## src/rtl/ctrl_pkg.sv

```systemverilog
// Shared definitions for the control unit: opcode constants, pipeline depth
// bounds, control-bundle layout and FSM state encoding.
package ctrl_pkg;

  localparam logic [4:0] OPC_LOAD   = 5'b00000;
  localparam logic [4:0] OPC_OP_IMM = 5'b00100;
  localparam logic [4:0] OPC_AUIPC  = 5'b00101;
  localparam logic [4:0] OPC_STORE  = 5'b01000;
  localparam logic [4:0] OPC_OP     = 5'b01100;
  localparam logic [4:0] OPC_LUI    = 5'b01101;
  localparam logic [4:0] OPC_BRANCH = 5'b11000;
  localparam logic [4:0] OPC_JALR   = 5'b11001;
  localparam logic [4:0] OPC_JAL    = 5'b11011;
  localparam logic [4:0] OPC_SYSTEM = 5'b11100;

  localparam logic [11:0] FUNC12_MRET = 12'h302;

  localparam int STAGES_MIN = 1;
  localparam int STAGES_MAX = 4;

  typedef struct packed {
    logic       branch;
    logic       mem_read;
    logic       mem_to_reg;
    logic       mem_write;
    logic       alu_src;
    logic       reg_write;
    logic       jump;
    logic       auipc;
    logic       csr;
    logic       csr_imm;
    logic       mret;
    logic       us;
    logic [1:0] alu_op;
    logic       illegal;
  } ctrl_bundle_t;

  typedef enum logic {
    ST_RUN   = 1'b0,
    ST_DRAIN = 1'b1
  } state_e;

  function automatic logic opcode_legal(input logic [4:0] opc);
    case (opc)
      OPC_LOAD, OPC_OP_IMM, OPC_AUIPC, OPC_STORE, OPC_OP,
      OPC_LUI, OPC_BRANCH, OPC_JALR, OPC_JAL, OPC_SYSTEM: return 1'b1;
      default: return 1'b0;
    endcase
  endfunction

endpackage

```

## src/rtl/ctrl_decode.sv

```systemverilog
// Purely combinational RV32 control decode producing one control bundle.
module ctrl_decode
  import ctrl_pkg::*;
(
  input  logic [31:0]  instr,
  output ctrl_bundle_t ctrl
);

  logic [4:0]  opc_s;
  logic [2:0]  grp_s;
  logic [2:0]  func3_s;
  logic [11:0] func12_s;
  logic        sys_s;
  logic        jal_s;
  logic        jalr_s;
  logic        ill_s;
  logic        unused_s;

  assign opc_s    = instr[6:2];
  assign grp_s    = opc_s[4:2];
  assign func3_s  = instr[14:12];
  assign func12_s = instr[31:20];
  assign sys_s    = (opc_s == OPC_SYSTEM);
  assign jal_s    = (opc_s == OPC_JAL);
  assign jalr_s   = (opc_s == OPC_JALR);
  assign ill_s    = (instr[1:0] != 2'b11) || !opcode_legal(opc_s);
  // Register-index fields play no part in control decode.
  assign unused_s = ^{instr[19:15], instr[11:7]};

  // Raw group decode, then squash side-effecting controls on illegal words.
  always_comb begin
    ctrl            = '0;
    ctrl.branch     = (grp_s == 3'd6);
    ctrl.mem_read   = (grp_s == 3'd0);
    ctrl.mem_to_reg = (grp_s == 3'd0);
    ctrl.mem_write  = (grp_s == 3'd2);
    ctrl.alu_op[1]  = (grp_s == 3'd3) || (grp_s == 3'd1);
    ctrl.alu_op[0]  = (grp_s == 3'd6) || (grp_s == 3'd1);
    ctrl.alu_src    = (grp_s == 3'd0) || (grp_s == 3'd2) || (grp_s == 3'd1) ||
                      (opc_s == OPC_LUI);
    ctrl.reg_write  = (grp_s == 3'd0) || (grp_s == 3'd1) || (grp_s == 3'd3) ||
                      jal_s || jalr_s || sys_s;
    ctrl.jump       = jal_s || jalr_s;
    ctrl.auipc      = (opc_s == OPC_AUIPC);
    ctrl.csr        = sys_s;
    ctrl.csr_imm    = sys_s && func3_s[2];
    ctrl.us         = func3_s[2];
    ctrl.mret       = sys_s && (func3_s == 3'd0) && (func12_s == FUNC12_MRET);
    ctrl.illegal    = ill_s;
    if (ill_s) begin
      ctrl.branch     = 1'b0;
      ctrl.mem_read   = 1'b0;
      ctrl.mem_to_reg = 1'b0;
      ctrl.mem_write  = 1'b0;
      ctrl.reg_write  = 1'b0;
      ctrl.jump       = 1'b0;
      ctrl.csr        = 1'b0;
      ctrl.csr_imm    = 1'b0;
      ctrl.mret       = 1'b0;
    end else begin
      ctrl.illegal    = 1'b0;
    end
  end

endmodule

```

## src/rtl/ctrl_unit_pipe.sv

```systemverilog
// Elastic control-decode pipeline: decodes at the input, carries the bundle
// through STAGES registered stages and serialises SYSTEM instructions.
module ctrl_unit_pipe
  import ctrl_pkg::*;
#(
  parameter int STAGES        = 2,
  parameter bit SERIALIZE_CSR = 1'b1
) (
  input  logic        clk,
  input  logic        rst,
  input  logic [31:0] instr,
  input  logic        in_valid,
  output logic        in_ready,
  input  logic        flush,
  input  logic        out_ready,
  output logic        out_valid,
  output logic        branch,
  output logic        mem_read,
  output logic        mem_to_reg,
  output logic        mem_write,
  output logic        alu_src,
  output logic        reg_write,
  output logic        jump,
  output logic        auipc,
  output logic        csr,
  output logic        csr_imm,
  output logic        mret,
  output logic        us,
  output logic [1:0]  alu_op,
  output logic        illegal,
  output logic        busy
);

  if (STAGES < STAGES_MIN || STAGES > STAGES_MAX) begin : g_bad_stages
    $error("ctrl_unit_pipe: STAGES out of range");
  end

  ctrl_bundle_t      dec_s;
  ctrl_bundle_t      data_q [STAGES];
  ctrl_bundle_t      data_d [STAGES];
  logic [STAGES-1:0] valid_q;
  logic [STAGES-1:0] valid_d;
  logic [STAGES-1:0] take_s;
  state_e            state_q;
  state_e            state_d;
  logic              accept_s;
  logic              out_fire_s;

  ctrl_decode u_decode (
    .instr (instr),
    .ctrl  (dec_s)
  );

  // Stage i can load when it is empty or its occupant moves on this cycle.
  always_comb begin
    logic t;
    take_s         = '0;
    t              = !valid_q[STAGES-1] || out_ready;
    take_s[STAGES-1] = t;
    for (int i = STAGES - 2; i >= 0; i--) begin
      t         = !valid_q[i] || t;
      take_s[i] = t;
    end
  end

  assign in_ready   = take_s[0] && (state_q == ST_RUN) && !flush;
  assign accept_s   = in_valid && in_ready;
  assign out_fire_s = valid_q[STAGES-1] && out_ready;

  // Pipeline next state; empty stages hold an all-zero bundle.
  always_comb begin
    valid_d = valid_q;
    data_d  = data_q;
    if (flush) begin
      valid_d = '0;
      for (int i = 0; i < STAGES; i++) begin
        data_d[i] = ctrl_bundle_t'('0);
      end
    end else begin
      if (take_s[0]) begin
        valid_d[0] = accept_s;
        data_d[0]  = accept_s ? dec_s : ctrl_bundle_t'('0);
      end else begin
        valid_d[0] = valid_q[0];
      end
      for (int i = 1; i < STAGES; i++) begin
        if (take_s[i]) begin
          valid_d[i] = valid_q[i-1];
          data_d[i]  = data_q[i-1];
        end else begin
          valid_d[i] = valid_q[i];
        end
      end
    end
  end

  // RUN/DRAIN next state: a SYSTEM instr blocks intake until it leaves.
  always_comb begin
    state_d = state_q;
    if (flush) begin
      state_d = ST_RUN;
    end else begin
      case (state_q)
        ST_RUN: begin
          if (SERIALIZE_CSR && accept_s && dec_s.csr) begin
            state_d = ST_DRAIN;
          end else begin
            state_d = ST_RUN;
          end
        end
        ST_DRAIN: begin
          if (out_fire_s && data_q[STAGES-1].csr) begin
            state_d = ST_RUN;
          end else begin
            state_d = ST_DRAIN;
          end
        end
        default: state_d = ST_RUN;
      endcase
    end
  end

  // State and pipeline registers.
  always_ff @(posedge clk) begin
    if (rst) begin
      state_q <= ST_RUN;
      valid_q <= '0;
      for (int i = 0; i < STAGES; i++) begin
        data_q[i] <= ctrl_bundle_t'('0);
      end
    end else begin
      state_q <= state_d;
      valid_q <= valid_d;
      for (int i = 0; i < STAGES; i++) begin
        data_q[i] <= data_d[i];
      end
    end
  end

  assign out_valid  = valid_q[STAGES-1];
  assign branch     = data_q[STAGES-1].branch;
  assign mem_read   = data_q[STAGES-1].mem_read;
  assign mem_to_reg = data_q[STAGES-1].mem_to_reg;
  assign mem_write  = data_q[STAGES-1].mem_write;
  assign alu_src    = data_q[STAGES-1].alu_src;
  assign reg_write  = data_q[STAGES-1].reg_write;
  assign jump       = data_q[STAGES-1].jump;
  assign auipc      = data_q[STAGES-1].auipc;
  assign csr        = data_q[STAGES-1].csr;
  assign csr_imm    = data_q[STAGES-1].csr_imm;
  assign mret       = data_q[STAGES-1].mret;
  assign us         = data_q[STAGES-1].us;
  assign alu_op     = data_q[STAGES-1].alu_op;
  assign illegal    = data_q[STAGES-1].illegal;
  assign busy       = (|valid_q) || (state_q == ST_DRAIN);

endmodule

```

## config.mk

```make
export PLATFORM = sky130hd
export DESIGN_NAME = ctrl_unit_pipe
export DESIGN_NICKNAME = d
export VERILOG_FILES = /design/src/rtl/ctrl_pkg.sv /design/src/rtl/ctrl_decode.sv /design/src/rtl/ctrl_unit_pipe.sv
export SDC_FILE = /design/constraint.sdc
export NUM_CORES = 1
export LEC_CHECK = 0
export BUFFER_PORTS_ARGS = -buffer_cell sky130_fd_sc_hd__buf_4
export CAP_MARGIN = 0
export CORE_MARGIN = 3
export CORE_UTILIZATION = 40
export CTS_BUF_LIST = sky130_fd_sc_hd__clkbuf_2
export CTS_CLUSTER_SIZE = 25
export DETAILED_ROUTE_END_ITERATION = 7
export PLACE_DENSITY_LB_ADDON = 0.05
export SLEW_MARGIN = 20
export SYNTH_ARGS = -nofsm -noshare
export SYNTH_HDL_FRONTEND = slang
export SYNTH_SLANG_ARGS = --single-unit
```

## constraint.sdc

```tcl
create_clock -name clk -period 3.5 [get_ports clk]
set_input_delay 0.7 -clock clk [delete_from_list [all_inputs] [get_ports clk]]
set_output_delay 0.7 -clock clk [all_outputs]
set_load 0.02 [all_outputs]
```

==> results of run 1 <==
[Yosys cell counts, types with 3 or more instances]
cell and n:
a21oi_1 24, a22oi_1 3, buf_2 3, buf_4 6, clkbuf_1 4, dfxtp_1 31, nand2_1 41, nand2b_1 3
nor2_1 10, nor3_1 3
[layout make-up]
class | instances | share of cell area
timing repair buffer | 45 | 0.199
clock buffer | 7 | 0.0207
clock inverter | 1 | 0.00295
multi-input combinational | 116 | 0.376
sequential | 31 | 0.366
inverter | 1 | 0.00221
tap | 44 | 0.0325
[stage by stage]
stage                     area (um2)  hold WS, ps  utilization  power [mW]  setup slack (ps)
final                           1700          464        0.542       0.589              1280
after global routing            1700          481        0.542       0.623              1170
after floorplan                 1350          432            -       0.396              1170
after global placement          1660          440        0.529       0.423              1290
after CTS                       1700          464        0.542       0.594              1270
after detailed placement        1660          445        0.529       0.424              1270
[placed cells by master (no fill, tap or decap), types with 2 or more instances in the layout]
cell type / Yosys / routed
a21oi_1: 24 / 24
a22oi_1: 3 / 3
a32oi_1: 2 / 2
buf_4: 6 / 45
clkbuf_2: 1 / 7
dfxtp_1: 31 / 31
nand2_1: 41 / 41
nand2b_1: 3 / 3
nand3_1: 2 / 2
nand4_1: 2 / 2
nor2_1: 10 / 10
nor2b_1: 2 / 2
nor3_1: 3 / 3
nor3b_1: 2 / 2
nor4b_1: 2 / 2
o21ai_0: 2 / 2
[registers in the layout, indices dropped and copies added (netlist names)]
signal,flops
us,1
data_q,14
mret,1
alu_op,2
jump,1
csr,1
branch,1
mem_write,1
mem_read,1
csr_imm,1
auipc,1
reg_write,1
alu_src,1
valid_q,2
illegal,1
state_q,1
[cell families after synthesis]
logic type / after synthesis / share of synthesized area
flops: 31 / 0.458
buf+inv: 16 / 0.0702
compound gates: 36 / 0.153
simple gates: 80 / 0.318
[report_power, final]
group | internal [mW] | switching (mW) | total, mW | leakage [nW]
logic | 0.0304 | 0.0296 | 0.0600 | 0.362
registers | 0.355 | 0.00108 | 0.356 | 0.250
clock network | 0.0545 | 0.119 | 0.173 | 0.0330
total | 0.440 | 0.150 | 0.589 | 0.645
[per-layer routing]
layer | wire length [um] | track usage | up-vias
li1 | - | - | 634
met1 | 1300 | 0.182 | 560
met2 | 1560 | 0.280 | 23
met3 | 182 | 0.0738 | 6
met4 | 42 | 0.0554 | 0
met5 | 0 | 0 | -
[worst min path at each step]
stage,startpoint,endpoint,slack (ps),cells after the start
detailed placement,csr_imm$_SDFFE_PP0P_,csr_imm$_SDFFE_PP0P_,440,2
finish,us$_SDFFE_PP0P_,us$_SDFFE_PP0P_,460,2
global placement,illegal$_SDFFE_PP0P_,illegal$_SDFFE_PP0P_,440,2
CTS,csr_imm$_SDFFE_PP0P_,csr_imm$_SDFFE_PP0P_,460,2
floorplan,data_q[28]$_SDFFE_PP0N_,data_q[28]$_SDFFE_PP0N_,430,2
global route,data_q[22]$_SDFFE_PP0N_,auipc$_SDFFE_PP0P_,480,2
[worst register-to-register path, cell delays in order, from the launching register on]
cell	delay [ps]
dfxtp_1	430
nor2b_1	830
nand2_1	130
a21oi_1	150
==> run metrics, run 1 <==
Tmin final 2220 ps; TritonCTS Buffers 5; via count roughly 1200; Synth area leaders dfxtp_1 (46%), nand2_1 (11%), a21oi_1 (8.9%), buf_4 (3.3%), nor2_1 (2.8%); Primary FF master, synth dfxtp_1; CTS H-tree lvls 2; crit path launch type input pin; WS Path Type in2out; Tightest Pin Transition 1010 ps; Clock Latency Late Sink 370 ps; RR Startpoint valid_q[1]$_SDFFE_PP0P_; Fin. Hold Viols 0; Post-CTS Hold Buffers 0; Layout Nets about 240; number of global-route vias before repair 1171; worst reg2reg path endpoint alu_src$_SDFFE_PP0P_; row count 20; Critical Path Most Common Cell buf_4; Yosys top cell area share 0.458; Port-buffer cells 44; CP peak stage delay 260 ps; EDFF count, synth 0; Area Growth Syn to Fin 25.2%; Layout Cells excl Fill 245; Routed Antenna Nets 0; Hold Crit Class reg2reg; Netlist cell types 38; pwr dens 348 nW/um2; clock-pin transition on the worst setup and hold timing paths 150 ps; Post-CTS Resized 0; Netlist Area Pre-Place 1350 um2; core region area approximately 3100 um2; gr ovfl total 0; Iteration-0 DRC Markers 60; vias per cell 4.99; TritonCTS Sinks 31; Final Cycle Share 0.635; initial cell density of the core 0.433; slew margin rel. 0.323; CP Data Required Time 2800 ps; slowest cell on the critical path buf_4; max frequency 0.450 GHz; # setup viols final 0; dpl hpwl 2230 um; placed cells approximately 240; critical path depth in cells 5; DR WL/cell 12.6 um; drt drc 0; Post-Route Skew between 10 and 15 ps; Syn Inst Count 163; Yosys top cell by area dfxtp_1; CP Buf/Inv Count 3; maxcap violations 0; layout cells sized above 1 0.299; Syn Area/Cell 8.31 um2; fin. max-slew vios 0; clk buf depth 2; Worst R2R Setup Slack ~1900 ps; die extent in x about 64 um; final WL between 3000 and 4000 um; initial antenna violation count 0; antenna cells 0; crit-path max FO 18; first-pass GRT wire length about 5300 um; r2r worst-path depth 3; Fill cells about 320; largest net degree at the start of global routing 32; setup TNS 0 ps; Synth Warn # 0; DRT Pass-1 Iters 4; worst setup path endpoint in_ready; CTS root buf clkbuf_2; Crit path max-delay family buffers and inverters; unrepaired setup endpoints after global routing false; CTS tree done; io pins 55; sequential fraction of the synthesis area 0.458; Leakage 0.645 nW; GR Util All Layers 0.165; kind of end point of the critical path primary output; multi-input logic area 638 um2; status complete, no violations; CP startpoint out_ready; die height 64.2 um; Max VDD drop 0.181 mV; total die area just over 4000 um2; Critical Path AT 1520 ps; Yosys reg bits 31; post-CTS setup buffers 0; Mapped Nets 200; GPL Wtd Cong 0.838; FF+latch area approximately 620 um2; Synth async-reset ratio 0; CP cell instances buf_4 -> and3b_1 -> buf_4 -> nor3_1 -> buf_4
Power figures use the tool's default switching activity.
==> inputs of run 2 (changes only) <==
clock period = 2 ns   (was 3.5 ns; I/O delays follow)
==> run 2 against run 1 <==
Effect of this change: register-to-register slack worse by 1300 ps; worst hold slack worse by 170 ps; core utilization rose by 1.0 points; clock-buffer cell count fell by 2; clock skew is 3.5 ps lower; non-clock buffer count is 1 higher; via count rose by 0.57%; sequential cell count is the same; clock power grew 140%; critical endpoint is now busy; largest cell class unchanged.
==> run metrics, run 2 (same netlist as run 1, synthesis figures left out) <==
Iteration-0 DRC Markers 63 (was 60); commonest non-fill, non-tap cell in the layout buf_4 (unchanged); slew margin rel. 0.631 (was 0.323); Clk network pwr share 0.363 (was 0.294); Final Util 0.552 (was 0.542); CTS H-tree lvls 2 (unchanged); total die area 4120 um2 (unchanged); total power 1.14 mW (was 589 uW); setup TNS 0 ps (unchanged); initial antenna violation count 0 (unchanged); Max VDD drop 0.447 mV (was 0.181 mV); pwr dens 663 nW/um2 (was 348 nW/um2); drt drc 0 (unchanged); dpl hpwl 2270 um (was 2230 um); Post-Route Skew 7.91 ps (was 11.4 ps); Final Cycle Share 0.836; GPL Wtd Cong 0.818 (was 0.838); CP peak stage delay 380 ps (was 260 ps); FF+latch area 621 um2 (unchanged); DRT Pass-1 Iters 4 (unchanged); via count 1230 (was 1223); first-pass GRT wire length 5500 um (was 5250 um); io pins 55 (unchanged); core region area 3130 um2 (unchanged); clk buf depth 2 (unchanged); Placement Setup Slack 457 ps (was 1270 ps); TritonCTS Sinks 31 (unchanged); CP cell instances or3_1 -> buf_4 (was buf_4 -> and3b_1 -> buf_4 -> nor3_1 -> buf_4); sequential fraction of design power 0.545 (was 0.604); final WL 3090 um (was 3080 um); Critical Path AT 1270 ps (was 1520 ps); clock-pin transition on the worst setup and hold timing paths 150 ps (about the same); met1 Use GR 0.194 (was 0.182); Leakage 0.658 nW (was 0.645 nW); slowest cell on the critical path or3_1 (was buf_4); max frequency ~0.60 GHz; Hold Crit Class in2reg (was reg2reg); # setup viols final 0 (unchanged); Layout Cells excl Fill 246 (was 245); Largest Register data_q (unchanged); vias per cell 5.00 (was 4.99); TritonCTS Buffers 5 (unchanged); die extent in x 64.2 um (unchanged); Routed Antenna Nets 0 (unchanged); P_int 880 uW (was 440 uW); unrepaired setup endpoints after global routing false (unchanged); maxcap violations 0 (unchanged); post-CTS setup buffers 0 (unchanged); max reg flops 14 (unchanged); status complete, no violations (unchanged); Area Growth Syn to Fin 27.5% (was 25.2%); WS Path Type reg2out (was in2out); Post-CTS Resized 0 (unchanged); Port-buffer cells 44 (unchanged); row count 20 (unchanged); Fin. Hold Viols 0 (unchanged); Clock Latency Late Sink 360 ps (was 370 ps); GR Util All Layers 0.169 (was 0.165); switch share 0.230 (was 0.254); Fill cells 328 (was 324); multi-input logic area 638 um2 (unchanged); antenna cells 0 (unchanged); die height 64.2 um (unchanged); commonest non-fill, non-tap cells in the layout buf_4 (46), nand2_1 (41), dfxtp_1 (31) (was buf_4 (45), nand2_1 (41), dfxtp_1 (31)); gr ovfl total 0 (unchanged); placed cells 238 (was 237); M2 GR Usage 0.289 (was 0.280); Post-CTS Hold Buffers 0 (unchanged); GRT Max-Usage Layer met2 (unchanged); CTS tree done (unchanged); crit path launch type flip-flop (was input pin); Logic pwr share 0.093 (was 0.102); Layout Nets 238 (was 237); CTS root buf clkbuf_2 (unchanged); GR met3 Demand/Resource 0.0650 (was 0.0738); number of global-route vias before repair 1208 (was 1171); Tightest Pin Transition 554 ps (was 1010 ps); Tmin final roughly 1700 ps; Setup WS post-layout 328 ps (was 1280 ps); fin. max-slew vios 0 (unchanged); DR WL/cell 12.6 um (about the same); largest net degree at the start of global routing 32 (unchanged); layout cells sized above 1 0.297 (was 0.299); Psw 264 uW (was 150 uW); initial cell density of the core 0.433 (unchanged); CP Data Required Time 1600 ps (was 2800 ps); kind of end point of the critical path primary output (unchanged); crit-path max FO 6 (was 18)
[run 2: changes by cell type in the layout (fill, tap and decap cells not counted)]
cell	change
buf_4	+1
bufinv_16	+1
clkbuf_2	-2
clkinv_1	+1
[run 2: final cells by class]
type	instances	share of cell area
well taps	44	0.0319
clock buffers	5	0.0145
flip-flops and latches	31	0.359
clock inverters	3	0.0225
inverters	1	0.00217
multi-input cells	116	0.370
repair buffers	46	0.200
[run 2: critical path, delay by kind of cell (launching register included)]
| family | cells | cell delay (ps) |
|---|---|---|
| flip-flops | 1 | 370 |
| AND/OR/NAND/NOR | 1 | 380 |
| buffers and inverters | 1 | 170 |
[run 2: per-stage QoR]
stage / hold WS (ps) / cell area, um2
floorplan: 432 / 1350
global placement: 440 / 1660
detailed placement: 445 / 1660
CTS: 281 / 1730
global route: 306 / 1730
finish: 298 / 1730
[run 2: path summary, 6_finish.rpt]
kind                                              start                 endpoint  slack, ps  depth (start not counted)
worst max register to register  valid_q[1]$_SDFFE_PP0P_  data_q[22]$_SDFFE_PP0N_        610                          5
worst min register to register     csr_imm$_SDFFE_PP0P_     csr_imm$_SDFFE_PP0P_        460                          2
worst min-delay path                          instr[14]  data_q[18]$_SDFFE_PP0N_        300                          3
worst max-delay path            valid_q[1]$_SDFFE_PP0P_                     busy        330                          2
[run 2: power groups by stage]
| stage | combinational (mW) | clock, mW | sequential (mW) |
|---|---|---|---|
| after floorplan | 0.0561 | 0 | 0.637 |
| after global placement | 0.103 | 0 | 0.636 |
| after detailed placement | 0.106 | 0 | 0.636 |
| after CTS | 0.107 | 0.432 | 0.623 |
| after global routing | 0.118 | 0.472 | 0.624 |
| final | 0.106 | 0.415 | 0.623 |
[run 2: layer usage]
layer | wire length, um | up-vias
li1 | - | 637
met1 | 1240 | 562
met5 | 0 | -
met4 | 36 | 0
met2 | 1660 | 25
met3 | 163 | 6
==> inputs of run 3 (changes only) <==
clock period = 1.7 ns   (was 2 ns; I/O delays follow)
==> run 3 against run 2 <==
Effect of this change: die area stayed put; combinational power rose by 17%; first-iteration DRC count decreased by 33%; worst hold slack worse by 66 ps; clock skew increased by 12 ps; non-clock buffer count grew 2; core utilization is 0.72 points higher; worst setup slack got worse by 240 ps; global-route usage unchanged; clock power increased by 21%; sequential share of layout area shrank 0.39 points; power is 19% higher; critical path type unchanged.
==> run metrics, run 3 (same netlist as run 1, synthesis figures left out) <==
Post-Route Skew 19.4 ps (was 7.91 ps); Leakage 0.669 nW (was 0.658 nW); Setup WS post-layout 86.5 ps (was 328 ps); Iteration-0 DRC Markers 42 (was 63); final WL 3110 um (was 3090 um); commonest non-fill, non-tap cell in the layout buf_4 (unchanged); Post-DP Area 1680 um2 (was 1660 um2); max reg flops 14 (unchanged); met1 Use GR 0.189 (was 0.194); CTS H-tree lvls 2 (unchanged); Hold Crit Class in2reg (unchanged); Clk network pwr share 0.369 (was 0.363); clk buf depth 2 (unchanged); WS Path Type reg2out (unchanged); pwr dens 777 nW/um2 (was 663 nW/um2); core region area 3130 um2 (unchanged); Routed Antenna Nets 0 (unchanged); CTS root buf clkbuf_2 (unchanged); initial antenna violation count 0 (unchanged); placed cells 239 (was 238); DR WL/cell 12.5 um (was 12.6 um); layout cells sized above 1 0.319 (was 0.297); setup TNS 0 ps (unchanged); Psw 322 uW (was 264 uW); CP Data Required Time 1360 ps (was 1600 ps); Worst R2R Setup Slack 320 ps (was 610 ps); Placement Setup Slack 177 ps (was 457 ps); CTS tree done (unchanged); Logic pwr share 0.091 (was 0.093); io pins 55 (unchanged); worst reg2reg path endpoint data_q[22]$_SDFFE_PP0N_ (unchanged); Critical Path AT 1270 ps (about the same); GR Util All Layers 0.169 (unchanged); first-pass GRT wire length 5520 um (was 5500 um); Post-CTS Hold Buffers 0 (unchanged); total die area 4120 um2 (unchanged); switch share 0.237 (was 0.230); clock-pin transition on the worst setup and hold timing paths 170 ps (was 150 ps); Hold Path Depth 3 (unchanged); Fin. Hold Viols 0 (unchanged); gr ovfl total 0 (unchanged); die extent in x 64.2 um (unchanged); number of global-route vias before repair 1290 (was 1208); # setup viols final 0 (unchanged); antenna cells 0 (unchanged); Max VDD drop 0.369 mV (was 0.447 mV); slew margin rel. 0.616 (was 0.631); die height 64.2 um (unchanged); DRT Pass-1 Iters 4 (unchanged); Final Cycle Share 0.949; crit path launch type flip-flop (unchanged); Worst Hold Launch instr[14] (unchanged); Tightest Pin Transition 575 ps (was 554 ps); sequential fraction of design power 0.540 (was 0.545); TritonCTS Buffers 5 (unchanged); drt drc 0 (unchanged); GR met3 Demand/Resource 0.0527 (was 0.0650); largest net degree at the start of global routing 32 (unchanged); Clock Latency Late Sink 380 ps (was 360 ps); crit-path max FO 6 (unchanged); Layout Cells excl Fill 248 (was 246); via count 1260 (was 1230); maxcap violations 0 (unchanged); unrepaired setup endpoints after global routing false (unchanged); M2 GR Usage 0.299 (was 0.289); max frequency 0.620 GHz; commonest non-fill, non-tap cells in the layout buf_4 (48), nand2_1 (41), dfxtp_1 (30) (was buf_4 (46), nand2_1 (41), dfxtp_1 (31)); Largest Register data_q (unchanged); row count 20 (unchanged); hold worst-path end data_q[18]$_SDFFE_PP0N_ (unchanged); GRT Max-Usage Layer met2 (unchanged); kind of end point of the critical path primary output (unchanged); GPL Wtd Cong 0.771 (was 0.818); P_int 1.04 mW (was 880 uW); fin. max-slew vios 0 (unchanged); status complete, no violations (unchanged); Final Util 0.559 (was 0.552); Layout Nets 240 (was 238); post-route cell area 1750 um2 (was 1730 um2); Port-buffer cells 44 (unchanged); Area Growth Syn to Fin 29.2% (was 27.5%); initial cell density of the core 0.433 (unchanged); TritonCTS Sinks 31 (unchanged); dpl hpwl 2300 um (was 2270 um); r2r worst-path depth 5 (unchanged); Tmin final 1610 ps; RR Startpoint valid_q[1]$_SDFFE_PP0P_ (unchanged); vias per cell 5.08 (was 5.00)
[run 3: cell types whose count changed in the layout (fill, tap and decap cells not counted), sizes merged]
cell,change
buf,+2
[run 3: what timing repair did]
item                                    in CTS  in global routing
setup buffers                                1                  0
endpoints found under the hold margin        0                  0
pin swaps                                    1                  0
resized for setup                            1                  1
endpoints found under the setup margin       1                  1
[run 3: area by class of cell]
cell class / count / area (um2)
clock buffer: 5 / 25.0
clock inverter: 3 / 38.8
fill: 313 / 1380
inverter: 1 / 3.75
multi-input combinational: 116 / 644
sequential: 31 / 622
tap: 44 / 55.1
timing repair buffer: 48 / 360
[run 3: layer usage]
metal	share of wire	wire length (um)
met5	0	0
met3	0.061	191
met2	0.50	1550
met4	0.016	50
met1	0.42	1310
[run 3: how the worst max path moves through the flow]
stage / from / to / depth (start not counted)
after floorplan: valid_q[1]$_SDFFE_PP0P_ / in_ready / 4
after global placement: out_ready / in_ready / 4
after detailed placement: out_ready / data_q[24]$_SDFFE_PP0N_ / 5
after CTS: valid_q[1]$_SDFFE_PP0P_ / busy / 2
after global routing: valid_q[1]$_SDFFE_PP0P_ / busy / 2
final: valid_q[1]$_SDFFE_PP0P_ / busy / 2
[run 3: critical path, stage by stage (launching register included)]
cell     delay, ps
dfxtp_2        380
or3_1          360
buf_4          160
[run 3: power by group through the flow]
stage	clock network [mW]	logic [mW]	registers, mW
after floorplan	0	0.0665	0.749
after global placement	0	0.121	0.748
after detailed placement	0	0.124	0.749
after CTS	0.518	0.124	0.733
after global routing	0.559	0.138	0.735
final	0.501	0.124	0.733
[run 3: per-stage QoR]
step                      hold slack, ps  total power, mW
after floorplan                      432            0.816
after detailed placement             446            0.873
after global routing                 225             1.43
final                                233             1.36
after global placement               439            0.870
after CTS                            218             1.38
